### config.mk
export PLATFORM = sky130hd
export DESIGN_NAME = layer_scheduler_flat
export DESIGN_NICKNAME = d
export VERILOG_FILES = /design/src/rtl/bnn_pkg.sv /design/src/rtl/layer_scheduler_if.sv /design/src/rtl/layer_desc_regfile.sv /design/src/rtl/layer_scheduler.sv /design/src/flat_wrapper.sv
export SDC_FILE = /design/constraint.sdc
export NUM_CORES = 1
export LEC_CHECK = 0
export CAP_MARGIN = 20
export CORE_AREA = 3 3 215 112
export DETAILED_ROUTE_END_ITERATION = 7
export DIE_AREA = 0 0 218 115
export PLACE_DENSITY = 0.78
export SYNTH_ARGS = -nofsm -noshare
export SYNTH_HDL_FRONTEND = slang
export SYNTH_SLANG_ARGS = --single-unit
### constraint.sdc
create_clock -name clk -period 12.9 [get_ports clk]
set_clock_uncertainty 0.1 [all_clocks]
set_input_delay 2.58 -clock clk [delete_from_list [all_inputs] [get_ports clk]]
set_output_delay 2.58 -clock clk [all_outputs]
set_load 0.01 [all_outputs]
### src/rtl/bnn_pkg.sv
// Shared types for the BNN layer scheduler: BRAM select, descriptor layout, FSM states.
package bnn_pkg;

   localparam int MAX_LAYERS_DEFAULT = 8;
   localparam int DESC_W             = 29;

   typedef enum logic {
      BRAM_A = 1'b0,
      BRAM_B = 1'b1
   } port_sel_t;

   typedef struct packed {
      logic [15:0] image_size;
      logic [5:0]  number_channel;
      logic [3:0]  kernel_size;
      logic        padding;
      logic [1:0]  stride;
   } layer_desc_t;

   typedef enum logic [2:0] {
      IDLE  = 3'd0,
      LOAD  = 3'd1,
      START = 3'd2,
      WAIT  = 3'd3,
      NEXT  = 3'd4,
      DONE  = 3'd5
   } sched_state_t;

   // A layer cannot be run with a zero stride or a zero-sized kernel.
   function automatic logic desc_valid(input layer_desc_t d);
      return (d.stride != 2'd0) && (d.kernel_size != 4'd0);
   endfunction

endpackage

### src/rtl/layer_scheduler_if.sv
// Control/configuration bundle between the network controller and the layer scheduler.
interface layer_scheduler_if;
   import bnn_pkg::*;

   logic        start;
   logic        abort;
   logic [3:0]  num_layers;
   logic        cfg_we;
   logic [2:0]  cfg_addr;
   logic [28:0] cfg_wdata;
   logic        layer_done;

   logic [15:0] image_size;
   logic [5:0]  number_channel;
   logic [3:0]  kernel_size;
   logic        padding;
   logic [1:0]  stride;
   port_sel_t   port_input;
   logic        layer_start;
   logic [2:0]  layer_idx;
   logic        busy;
   logic        net_done;
   logic        cfg_err;

   // Controller side: issues runs, programs descriptors, reports layer completion.
   modport master (
      output start, abort, num_layers, cfg_we, cfg_addr, cfg_wdata, layer_done,
      input  image_size, number_channel, kernel_size, padding, stride,
      input  port_input, layer_start, layer_idx, busy, net_done, cfg_err
   );

   // Scheduler side.
   modport slave (
      input  start, abort, num_layers, cfg_we, cfg_addr, cfg_wdata, layer_done,
      output image_size, number_channel, kernel_size, padding, stride,
      output port_input, layer_start, layer_idx, busy, net_done, cfg_err
   );

endinterface

### src/rtl/layer_desc_regfile.sv
// Descriptor table: one register per layer, synchronous write, combinational read.
module layer_desc_regfile
   import bnn_pkg::*;
#(
   parameter int MAX_LAYERS = MAX_LAYERS_DEFAULT
) (
   input  logic        clk,
   input  logic        rst,
   input  logic        we,
   input  logic [2:0]  waddr,
   input  layer_desc_t wdata,
   input  logic [2:0]  raddr,
   output layer_desc_t rdata
);

   layer_desc_t entries [MAX_LAYERS];

   generate
      for (genvar gi = 0; gi < MAX_LAYERS; gi++) begin : g_entry
         layer_desc_t entry_reg;

         // Each entry loads only when its own address is written.
         always_ff @(posedge clk or posedge rst) begin
            if (rst) begin
               entry_reg <= '0;
            end else if (we && (waddr == 3'(gi))) begin
               entry_reg <= wdata;
            end
         end

         assign entries[gi] = entry_reg;
      end
   endgenerate

   // Addresses beyond the table depth read back as an all-zero (invalid) descriptor.
   assign rdata = (int'(raddr) < MAX_LAYERS) ? entries[raddr] : '0;

endmodule

### src/rtl/layer_scheduler.sv
// Layer scheduler: steps through the descriptor table, presenting each layer's
// configuration and a start pulse to the IF/PE datapath, alternating input BRAMs.
module layer_scheduler
   import bnn_pkg::*;
#(
   parameter int MAX_LAYERS = MAX_LAYERS_DEFAULT
) (
   input  logic             clk,
   input  logic             rst,
   layer_scheduler_if.slave bus
);

   localparam logic [3:0] MAX_LAYERS_4 = 4'(MAX_LAYERS);

   sched_state_t state_reg;
   logic [3:0]   num_layers_reg;
   logic [2:0]   layer_idx_reg;
   port_sel_t    port_input_reg;
   layer_desc_t  cfg_reg;
   logic         layer_start_reg;
   logic         busy_reg;
   logic         net_done_reg;
   logic         cfg_err_reg;

   layer_desc_t  table_rdata;
   logic         table_we;
   logic         num_ok;
   logic         last_layer;

   // Table is frozen for the whole run so the layers being executed cannot change under it.
   assign table_we   = bus.cfg_we & ~busy_reg;
   assign num_ok     = (bus.num_layers != 4'd0) && (bus.num_layers <= MAX_LAYERS_4);
   assign last_layer = ({1'b0, layer_idx_reg} == (num_layers_reg - 4'd1));

   layer_desc_regfile #(
      .MAX_LAYERS(MAX_LAYERS)
   ) u_desc_table (
      .clk   (clk),
      .rst   (rst),
      .we    (table_we),
      .waddr (bus.cfg_addr),
      .wdata (layer_desc_t'(bus.cfg_wdata)),
      .raddr (layer_idx_reg),
      .rdata (table_rdata)
   );

   // Run sequencing FSM; every output is a register updated alongside the state.
   always_ff @(posedge clk or posedge rst) begin
      if (rst) begin
         state_reg       <= IDLE;
         num_layers_reg  <= 4'd0;
         layer_idx_reg   <= 3'd0;
         port_input_reg  <= BRAM_A;
         cfg_reg         <= '0;
         layer_start_reg <= 1'b0;
         busy_reg        <= 1'b0;
         net_done_reg    <= 1'b0;
         cfg_err_reg     <= 1'b0;
      end else begin
         layer_start_reg <= 1'b0;
         net_done_reg    <= 1'b0;
         cfg_err_reg     <= 1'b0;

         if (bus.abort && (state_reg != IDLE)) begin
            // Abort wins over everything, including a simultaneous layer_done.
            state_reg <= IDLE;
            busy_reg  <= 1'b0;
         end else begin
            case (state_reg)
               IDLE: begin
                  if (bus.start) begin
                     if (num_ok) begin
                        num_layers_reg <= bus.num_layers;
                        layer_idx_reg  <= 3'd0;
                        port_input_reg <= BRAM_A;
                        busy_reg       <= 1'b1;
                        state_reg      <= LOAD;
                     end else begin
                        cfg_err_reg <= 1'b1;
                     end
                  end
               end

               LOAD: begin
                  cfg_reg <= table_rdata;
                  if (!desc_valid(table_rdata)) begin
                     cfg_err_reg <= 1'b1;
                     busy_reg    <= 1'b0;
                     state_reg   <= IDLE;
                  end else begin
                     layer_start_reg <= 1'b1;
                     state_reg       <= START;
                  end
               end

               START: begin
                  state_reg <= WAIT;
               end

               WAIT: begin
                  if (bus.layer_done) begin
                     state_reg <= NEXT;
                  end
               end

               NEXT: begin
                  if (last_layer) begin
                     net_done_reg <= 1'b1;
                     state_reg    <= DONE;
                  end else begin
                     port_input_reg <= (port_input_reg == BRAM_A) ? BRAM_B : BRAM_A;
                     layer_idx_reg  <= layer_idx_reg + 3'd1;
                     state_reg      <= LOAD;
                  end
               end

               DONE: begin
                  busy_reg  <= 1'b0;
                  state_reg <= IDLE;
               end

               default: begin
                  busy_reg  <= 1'b0;
                  state_reg <= IDLE;
               end
            endcase
         end
      end
   end

   assign bus.image_size     = cfg_reg.image_size;
   assign bus.number_channel = cfg_reg.number_channel;
   assign bus.kernel_size    = cfg_reg.kernel_size;
   assign bus.padding        = cfg_reg.padding;
   assign bus.stride         = cfg_reg.stride;
   assign bus.port_input     = port_input_reg;
   assign bus.layer_start    = layer_start_reg;
   assign bus.layer_idx      = layer_idx_reg;
   assign bus.busy           = busy_reg;
   assign bus.net_done       = net_done_reg;
   assign bus.cfg_err        = cfg_err_reg;

endmodule

### src/flat_wrapper.sv
// flat-port wrapper written by rule: the top's interface ports become plain ports
module layer_scheduler_flat import bnn_pkg::*;
#(
   parameter int MAX_LAYERS = MAX_LAYERS_DEFAULT
)
  (clk, rst, bus_start, bus_abort, bus_num_layers, bus_cfg_we, bus_cfg_addr, bus_cfg_wdata, bus_layer_done, bus_image_size, bus_number_channel, bus_kernel_size, bus_padding, bus_stride, bus_port_input, bus_layer_start, bus_layer_idx, bus_busy, bus_net_done, bus_cfg_err);
  layer_scheduler_if bus_i ();
  input  logic clk;
  input  logic rst;
  input wire logic [$bits(bus_i.start)-1:0] bus_start;
  input wire logic [$bits(bus_i.abort)-1:0] bus_abort;
  input wire logic [$bits(bus_i.num_layers)-1:0] bus_num_layers;
  input wire logic [$bits(bus_i.cfg_we)-1:0] bus_cfg_we;
  input wire logic [$bits(bus_i.cfg_addr)-1:0] bus_cfg_addr;
  input wire logic [$bits(bus_i.cfg_wdata)-1:0] bus_cfg_wdata;
  input wire logic [$bits(bus_i.layer_done)-1:0] bus_layer_done;
  output wire logic [$bits(bus_i.image_size)-1:0] bus_image_size;
  output wire logic [$bits(bus_i.number_channel)-1:0] bus_number_channel;
  output wire logic [$bits(bus_i.kernel_size)-1:0] bus_kernel_size;
  output wire logic [$bits(bus_i.padding)-1:0] bus_padding;
  output wire logic [$bits(bus_i.stride)-1:0] bus_stride;
  output wire logic [$bits(bus_i.port_input)-1:0] bus_port_input;
  output wire logic [$bits(bus_i.layer_start)-1:0] bus_layer_start;
  output wire logic [$bits(bus_i.layer_idx)-1:0] bus_layer_idx;
  output wire logic [$bits(bus_i.busy)-1:0] bus_busy;
  output wire logic [$bits(bus_i.net_done)-1:0] bus_net_done;
  output wire logic [$bits(bus_i.cfg_err)-1:0] bus_cfg_err;
  assign bus_i.start = bus_start;
  assign bus_i.abort = bus_abort;
  assign bus_i.num_layers = bus_num_layers;
  assign bus_i.cfg_we = bus_cfg_we;
  assign bus_i.cfg_addr = bus_cfg_addr;
  assign bus_i.cfg_wdata = bus_cfg_wdata;
  assign bus_i.layer_done = bus_layer_done;
  assign bus_image_size = bus_i.image_size;
  assign bus_number_channel = bus_i.number_channel;
  assign bus_kernel_size = bus_i.kernel_size;
  assign bus_padding = bus_i.padding;
  assign bus_stride = bus_i.stride;
  assign bus_port_input = bus_i.port_input;
  assign bus_layer_start = bus_i.layer_start;
  assign bus_layer_idx = bus_i.layer_idx;
  assign bus_busy = bus_i.busy;
  assign bus_net_done = bus_i.net_done;
  assign bus_cfg_err = bus_i.cfg_err;
  layer_scheduler #(.MAX_LAYERS(MAX_LAYERS)) u_core (.clk(clk), .rst(rst), .bus(bus_i));
endmodule
==> run metrics, run 1 <==
Max Cap Viol 0; CP Max Fanout 39; drt drc 0; Skew-Pair Late Insertion Delay 530 ps; Antenna Nets Post-Route 0; Die Ht 115 um; highest achievable clock rate 211 MHz; fillers 1656; Clk Tree Root Cell clkbuf_16; IO Pins 79; post-cts sizing count 0; Cells after Synth 807; top cell type's share of synthesized area 56.9%; EDFF count, synth 0; setup violators final 0; crit start category register; WP data required 10220 ps; max FFs per register 232; mapped cell area 12100 sq um; slowest stage cell, crit path clkdlybuf4s50_1; layout cells sized above 1 20.4%; crit-path leading delay family buffers and inverters; Worst Hold Endpoint u_core.u_desc_table.entries[38]; 1st-iter DRT viols 468; Routed WL 27.2 mm; First-pass DRT Iterations 4; Async SR Flop Fraction 100%; crit path kind register to primary output; Pins Over Slew Limit 0; status finished, final reports clean; Die W 218 um; maximum VDD drop 115 uV; period utilisation layout 36.8%; syn nets 851; hold path start u_core.u_desc_table.entries[38]; vias in the first global route 7445; CP max stage delay 680 ps; Vias 7081; clock buffer count from CTS 24; Wirelength per Cell 22.9 um; worst reg2reg startpoint u_core.bus.layer_idx[0]; slew at the pin closest to its max-slew limit 961 ps; CTS Sinks 276; core region area 22400 sq um; dpl hpwl 16.8 mm; largest area contributor in the netlist dfrtp_1; Reg2Reg Setup Slack 9650 ps; reg2reg end u_core.state_reg[1]; Nets 913; PD cells 219 nW/um^2; row count 39; Buf/Inv on CP 2; Syn Area/Cell 15.0 sq um; setup ws final 8150 ps; P_leak 5.75 nW; most common cell in the netlist dfrtp_1; antenna violations before repair 0; Final Power 3.06 mW; dominant synthesized flop cell dfrtp_1; Hold Fails Final Rpt 0; Yosys reg bits 276; Post-synth top cells dfrtp_1 (276), mux2_1 (176), mux2_2 (61), mux4_2 (58), nand2_1 (55); synth top area cells dfrtp_1 (57%), mux2_1 (16%), mux4_2 (11%); GP Congestion 0.743; H-tree depth 1; Synth warnings 0; unrepaired setup endpoints after global routing no; Layout Area Growth over Synthesis 15.1%; GRT overflow 0; worst min path class register to register; minimum clock period 4750 ps; count of port buffers added during placement 78; CTS Buffer Depth 3; Starting Density 54.1%; CTS tree built; post-synth cell types 47; hold_buf cts 0; first-pass GRT wire length 44.2 mm; critical path arrival 2070 ps; Worst setup EP type primary output; Max transition margin 35.9%; GRT Total Usage 22.8%; post-CTS setup buffer count 0; sequential-to-total area share from yosys stat 56.9%; vias per cell 5.95; die area 25100 sq um; pre-CTS setup slack 7830 ps; diode count 0; Cell Chain, Critical Path buf_4 > clkdlybuf4s50_1; Worst R2R Path Depth 6; final setup TNS 0 ps; register clock-pin slew on the reported worst setup and hold paths 60 ps; Min-Delay Path Depth 1; largest net degree at the start of global routing 174
==> worst reg2reg max path, delay by kind of cell, from the launching register on <==
family | cells | cell delay [ps]
mux | 2 | 930
compound gates | 1 | 170
buf+inv | 1 | 660
simple gates | 2 | 450
flops | 1 | 830
==> logic make-up (layout without fill, tap and decap cells) <==
kind of cell,count (synthesis),in the layout,share of synthesized area [%]
AOI/OAI and AO/OA,46,46,2.43
adders and majority gates,2,2,0.206
DFF,276,276,56.9
buffers and inverters,59,136,2.26
and+or+nand+nor,118,118,4.61
xor gates and xnor gates,3,3,0.216
muxes,303,303,33.4
==> report_power, final <==
part	switching, mW	internal, mW
sequential	0.243	1.28
clock	0.312	0.409
combinational	0.313	0.503
==> stage by stage <==
step                utilization, %  cells  area, sq um  hold WS (ps)
CTS                           62.3   1191        14000           384
detailed placement            58.8   1150        13200           369
global route                  62.3   1191        14000           390
global placement              58.8   1150        13200           361
finish                        62.3   1191        14000           381
floorplan                        -    807        12100           352
==> per-layer routing <==
metal | vias to the layer above | GRT usage, % | share of wire (%)
met1 | 3788 | 36.2 | 51
met5 | - | 0 | 0
met3 | 32 | 4.28 | 4.8
li1 | 3082 | - | -
met2 | 179 | 33.5 | 43
met4 | 0 | 4.04 | 1.4
==> worst max-delay path by stage <==
stage	from	cells past startpoint	to
global placement	bus_cfg_we	4	u_core.u_desc_table.entries[55]
detailed placement	bus_cfg_we	4	u_core.u_desc_table.entries[51]
finish	u_core.bus.layer_idx[2]	2	bus_layer_idx[2]
floorplan	rst	1	u_core.bus.busy
CTS	u_core.bus.layer_idx[2]	2	bus_layer_idx[2]
global route	u_core.bus.layer_idx[2]	2	bus_layer_idx[2]
==> cell usage in the layout (no fill, tap or decap), types with 2 or more instances in the layout <==
| cell | count |
|---|---|
| xnor2_1 | 3 |
| clkinv_2 | 2 |
| mux2_2 | 61 |
| nand3_1 | 2 |
| mux4_2 | 58 |
| clkdlybuf4s50_1 | 78 |
| nor3b_1 | 2 |
| dfrtp_4 | 2 |
| mux2i_1 | 8 |
| nor3b_2 | 2 |
| ha_1 | 2 |
| clkbuf_8 | 6 |
| o21ai_1 | 2 |
| dfrtp_1 | 273 |
| clkbuf_1 | 7 |
| nor2_1 | 34 |
| a31oi_1 | 24 |
| buf_4 | 11 |
| nand3b_1 | 4 |
| nand2_1 | 55 |
| inv_1 | 3 |
| and3_1 | 2 |
| mux2_1 | 176 |
| clkbuf_16 | 25 |
| o31ai_1 | 2 |
| a21oi_1 | 8 |
| nand2b_1 | 2 |
==> layout make-up <==
class,count,area (sq um),area share [%]
timing repair buffer,90,883,6.32
clock inverter,3,40.0,0.287
inverter,5,26.3,0.188
multi-input combinational,472,4990,35.7
sequential,276,6920,49.5
clock buffer,38,734,5.26
tap,307,384,2.75
No activity file was read; power rests on OpenSTA's default activity.
==> run 2: changes to the inputs <==
- clock period: 12.9 -> 4.5 ns (I/O delays scaled with it)
==> run 2 against run 1 <==
Design area rose by 1.2%. Worst hold slack improved by 2.9 ps. Clock power grew to 2.9 times the previous value. Sequential cell count stayed put. Die area unchanged. Via count rose by 1.3%. Sequential share of layout area is 0.61 points lower. Global-route usage shrank 0.66 points. Routed wire length is 2.0% lower. Critical path depth decreased by 1. Critical path type unchanged. Final cell count grew 1.5%.
==> run metrics, run 2 (synthesized netlist as in run 1, its figures left out) <==
Final Power 8.79 mW; commonest non-fill, non-tap cell in the layout dfrtp_1; worst min path class register to register; post-CTS setup buffer count 0; reg2reg end u_core.state_reg[1]; core region area 22400 sq um; row count 39; unrepaired setup endpoints after global routing no; setup ws final 1460 ps; fillers 1655; 1st-iter DRT viols 533; Vias 7171; crit start category register; die area 25100 sq um; drt drc 0; crit-path leading delay family flip-flops; setup violators final 0; dpl cells 1164; pre-CTS setup slack 1100 ps; Max transition margin 25.5%; PD cells 621 nW/um^2; worst reg2reg startpoint u_core.bus.layer_idx[0]; period utilisation layout 67.5%; register clock-pin slew on the reported worst setup and hold paths 60 ps; max FFs per register 232; IO Pins 79; GRT Total Usage 22.1%; Starting Density 54.1%; Layout Area Growth over Synthesis 16.5%; CP Max Fanout 34; maximum VDD drop 257 uV; FF+latch area 6920 sq um; GRT overflow 0; vias in the first global route 7516; Min Hold Slack 384 ps; highest achievable clock rate 329 MHz; clock buffer count from CTS 25; dpl hpwl 16.7 mm; First-pass DRT Iterations 4; CTS Buffer Depth 3; Cell Chain, Critical Path clkdlybuf4s50_1; count of port buffers added during placement 78; GP Congestion 0.786; critical path arrival 2040 ps; slew at the pin closest to its max-slew limit 1120 ps; WP data required 3500 ps; area of the multi-input gates 4990 sq um; H-tree depth 1; crit path launch u_core.bus.layer_idx[1]; Wirelength per Cell 22.1 um; Antenna Nets Post-Route 0; Hold Fails Final Rpt 0; most frequent cells in the layout dfrtp_1 (273), mux2_1 (176), clkdlybuf4s50_1 (78); Die Ht 115 um; status finished, final reports clean; Pins Over Slew Limit 0; minimum clock period 3040 ps; vias per cell 5.93; Max Cap Viol 0; Routed WL 26.7 mm; cell area after layout 14100 sq um; Reg2Reg Setup Slack 1810 ps; slowest stage cell, crit path dfrtp_4; Buf/Inv on CP 1; diode count 0; post-layout util 63.0%; placed inst area 13300 sq um; crit path to bus_layer_idx[1]; hold_buf cts 0; largest net degree at the start of global routing 68; Critical Path Stages 1; layout cells sized above 1 22.3%; Worst setup EP type primary output; post-cts sizing count 0; CTS Sinks 276; CP max stage delay 850 ps; Min-Delay Path Depth 1; antenna violations before repair 0; P_leak 5.85 nW; Die W 218 um; Layout Cells excl Fill 1209; Skew-Pair Late Insertion Delay 520 ps; final setup TNS 0 ps; CTS tree built; Nets 928; Clk Tree Root Cell clkbuf_16; crit path kind register to primary output; Worst R2R Path Depth 5; first-pass GRT wire length 43.5 mm
run 2: cell count changes in the layout (fill, tap and decap cells not counted), moves of 2 or more:
cell        before  now
clkbuf_1         7    4
buf_4           11   23
buf_12           1    3
clkinv_2         2    5
clkbuf_8         6    8
clkinvlp_4       0    2
run 2: layout make-up:
type	count	area share [%]
clock buffers	37	5.31
well taps	307	2.71
flip-flops and latches	276	48.9
repair buffers	104	7.16
inverters	5	0.159
clock inverters	8	0.504
multi-input cells	472	35.3
run 2: worst min-delay path by stage:
| stage | start | endpoint |
|---|---|---|
| after global placement | u_core.u_desc_table.entries[53] | u_core.u_desc_table.entries[53] |
| after global routing | u_core.u_desc_table.entries[93] | u_core.u_desc_table.entries[93] |
| final | u_core.u_desc_table.entries[123] | u_core.u_desc_table.entries[123] |
| after CTS | u_core.u_desc_table.entries[30] | u_core.u_desc_table.entries[30] |
| after floorplan | u_core.u_desc_table.entries[31] | u_core.u_desc_table.entries[31] |
| after detailed placement | u_core.u_desc_table.entries[138] | u_core.u_desc_table.entries[138] |
run 2: layer usage:
layer,global-route usage [%],share of wire [%],vias to the layer above,wire (um)
met1,36.1,51,3843,13700
met2,32.4,43,181,11500
met4,3.47,1.1,0,282
li1,-,-,3120,-
met5,0,0,-,0
met3,3.14,4.8,27,1290
run 2: power breakdown:
part           internal [mW]  switching [mW]
sequential              3.66           0.663
combinational           1.45           0.884
clock                   1.21           0.912
total                   6.33            2.46
==> run 3: changes to the inputs <==
- clock period: 4.5 -> 3.05 ns (I/O delays scaled with it)
==> run 3 against run 2 <==
Global-route usage rose by 0.64 points. Critical path depth unchanged. Routed wire length up 2.5%. Register-to-register slack got worse by 1300 ps. First-iteration DRC count grew 0.56%. Total power rose by 49%. Core utilization increased by 0.55 points. Sequential power rose by 48%. Final cell count is 0.33% higher. Design area rose by 0.87%. Clock power grew 50%. Critical endpoint is now bus_layer_idx[2]. Largest cell class unchanged.
==> run metrics, run 3 (synthesized netlist as in run 1, its figures left out) <==
status finished, final reports clean; dpl hpwl 17.1 mm; diode count 0; sequential power share 48.9%; max FFs per register 232; FF+latch area 6920 sq um; Final Power 13.1 mW; Clk Tree Root Cell clkbuf_16; first-pass GRT wire length 43.9 mm; GRT overflow 0; Worst Hold Endpoint u_core.u_desc_table.entries[36]; crit-path leading delay family flip-flops; Die W 218 um; unrepaired setup endpoints after global routing no; hold_buf cts 0; Hold Fails Final Rpt 0; die area 25100 sq um; Pins Over Slew Limit 0; highest achievable clock rate 373 MHz; maximum VDD drop 483 uV; Comb pwr share 26.9%; First-pass DRT Iterations 5; placed inst area 13500 sq um; most frequent cells in the layout dfrtp_1 (273), mux2_1 (176), clkdlybuf4s50_1 (78); Max transition margin 57.2%; crit path kind register to primary output; CTS tree built; Min-Delay Path Depth 1; slew at the pin closest to its max-slew limit 640 ps; post-cts sizing count 0; largest net degree at the start of global routing 60; antenna violations before repair 0; Skew-Pair Late Insertion Delay 540 ps; Sw Ratio 28.5%; critical path arrival 1970 ps; layout cells sized above 1 22.7%; Starting Density 54.1%; Cell Int Power 9.35 mW; PD cells 916 nW/um^2; core region area 22400 sq um; CTS Sinks 276; CTS Buffer Depth 3; commonest non-fill, non-tap cell in the layout dfrtp_1; cell area after layout 14300 sq um; Worst setup EP type primary output; Wirelength per Cell 22.6 um; count of port buffers added during placement 78; period utilisation layout 88.0%; clock share of power 24.2%; Worst R2R Path Depth 5; Cell Chain, Critical Path clkdlybuf4s50_1; P_leak 5.91 nW; worst reg2reg startpoint u_core.bus.layer_idx[0]; reg2reg end u_core.state_reg[1]; fillers 1627; WP data required 2340 ps; H-tree depth 1; net switching power figure 3.73 mW; Routed WL 27.4 mm; slowest stage cell, crit path dfrtp_2; vias in the first global route 7485; drt drc 0; CP max stage delay 780 ps; area of the multi-input gates 4990 sq um; hold path start u_core.u_desc_table.entries[36]; Die Ht 115 um; vias per cell 5.92; Max Cap Viol 0; register clock-pin slew on the reported worst setup and hold paths 60 ps; worst min path class register to register; CP Max Fanout 22; IO Pins 79; crit start category register; GP Congestion 0.808; row count 39; Layout Area Growth over Synthesis 17.5%; Reg2Reg Setup Slack 520 ps; minimum clock period 2680 ps; clock buffer count from CTS 25; Vias 7185; Nets 932; 1st-iter DRT viols 536; setup violators final 0; Buf/Inv on CP 1; post-CTS setup buffer count 0; GRT Total Usage 22.8%; Antenna Nets Post-Route 0
run 3: cell type report:
type                            instances  share of cell area, %
Clock buffer                           32                   4.85
Multi-Input combinational cell        472                   35.0
Inverter                                5                  0.158
Tap cell                              307                   2.69
Sequential cell                       276                   48.5
Timing Repair Buffer                  108                   8.01
Clock inverter                         13                  0.859
run 3: worst max-delay path by stage:
stage / startpoint / endpoint / slack, ps / depth (start not counted)
6_report: u_core.bus.layer_idx[2] / bus_layer_idx[2] / 370 / 1
2_1_floorplan: rst / u_core.bus.busy / -1310 / 1
4_1_cts: u_core.bus.layer_idx[0] / bus_layer_idx[0] / 320 / 1
5_1_grt: u_core.bus.layer_idx[0] / bus_layer_idx[0] / 260 / 1
3_3_place_gp: bus_num_layers[0] / u_core.bus.layer_idx[1] / 370 / 6
3_5_place_dp: bus_num_layers[0] / u_core.bus.layer_idx[1] / 360 / 6
run 3: routing by layer:
metal / global-route usage [%] / routed length, um / vias to the layer above
met5: 0 / 0 / -
met4: 3.99 / 415 / 0
met3: 4.62 / 1810 / 32
met2: 33.7 / 11900 / 232
met1: 35.7 / 13200 / 3801
li1: - / - / 3120
run 3: power groups by stage:
stage / Combinational, mW / Sequential, mW / Clock [mW]
floorplan: 2.46 / 6.14 / 0
global placement: 3.40 / 6.34 / 0
detailed placement: 3.53 / 6.43 / 0
CTS: 3.56 / 6.38 / 3.23
global route: 3.86 / 6.60 / 3.38
finish: 3.52 / 6.39 / 3.17
run 3: metrics by stage:
step | hold slack, ps | utilization [%] | setup WS [ps] | setup TNS (ps) | cells
after CTS | 384 | 63.6 | 324 | 0 | 1213
after global placement | 363 | 59.9 | 374 | 0 | 1168
final | 381 | 63.6 | 367 | 0 | 1213
after detailed placement | 369 | 59.9 | 356 | 0 | 1168
after floorplan | 352 | - | -1310 | -361940 | 807
after global routing | 395 | 63.6 | 260 | 0 | 1213
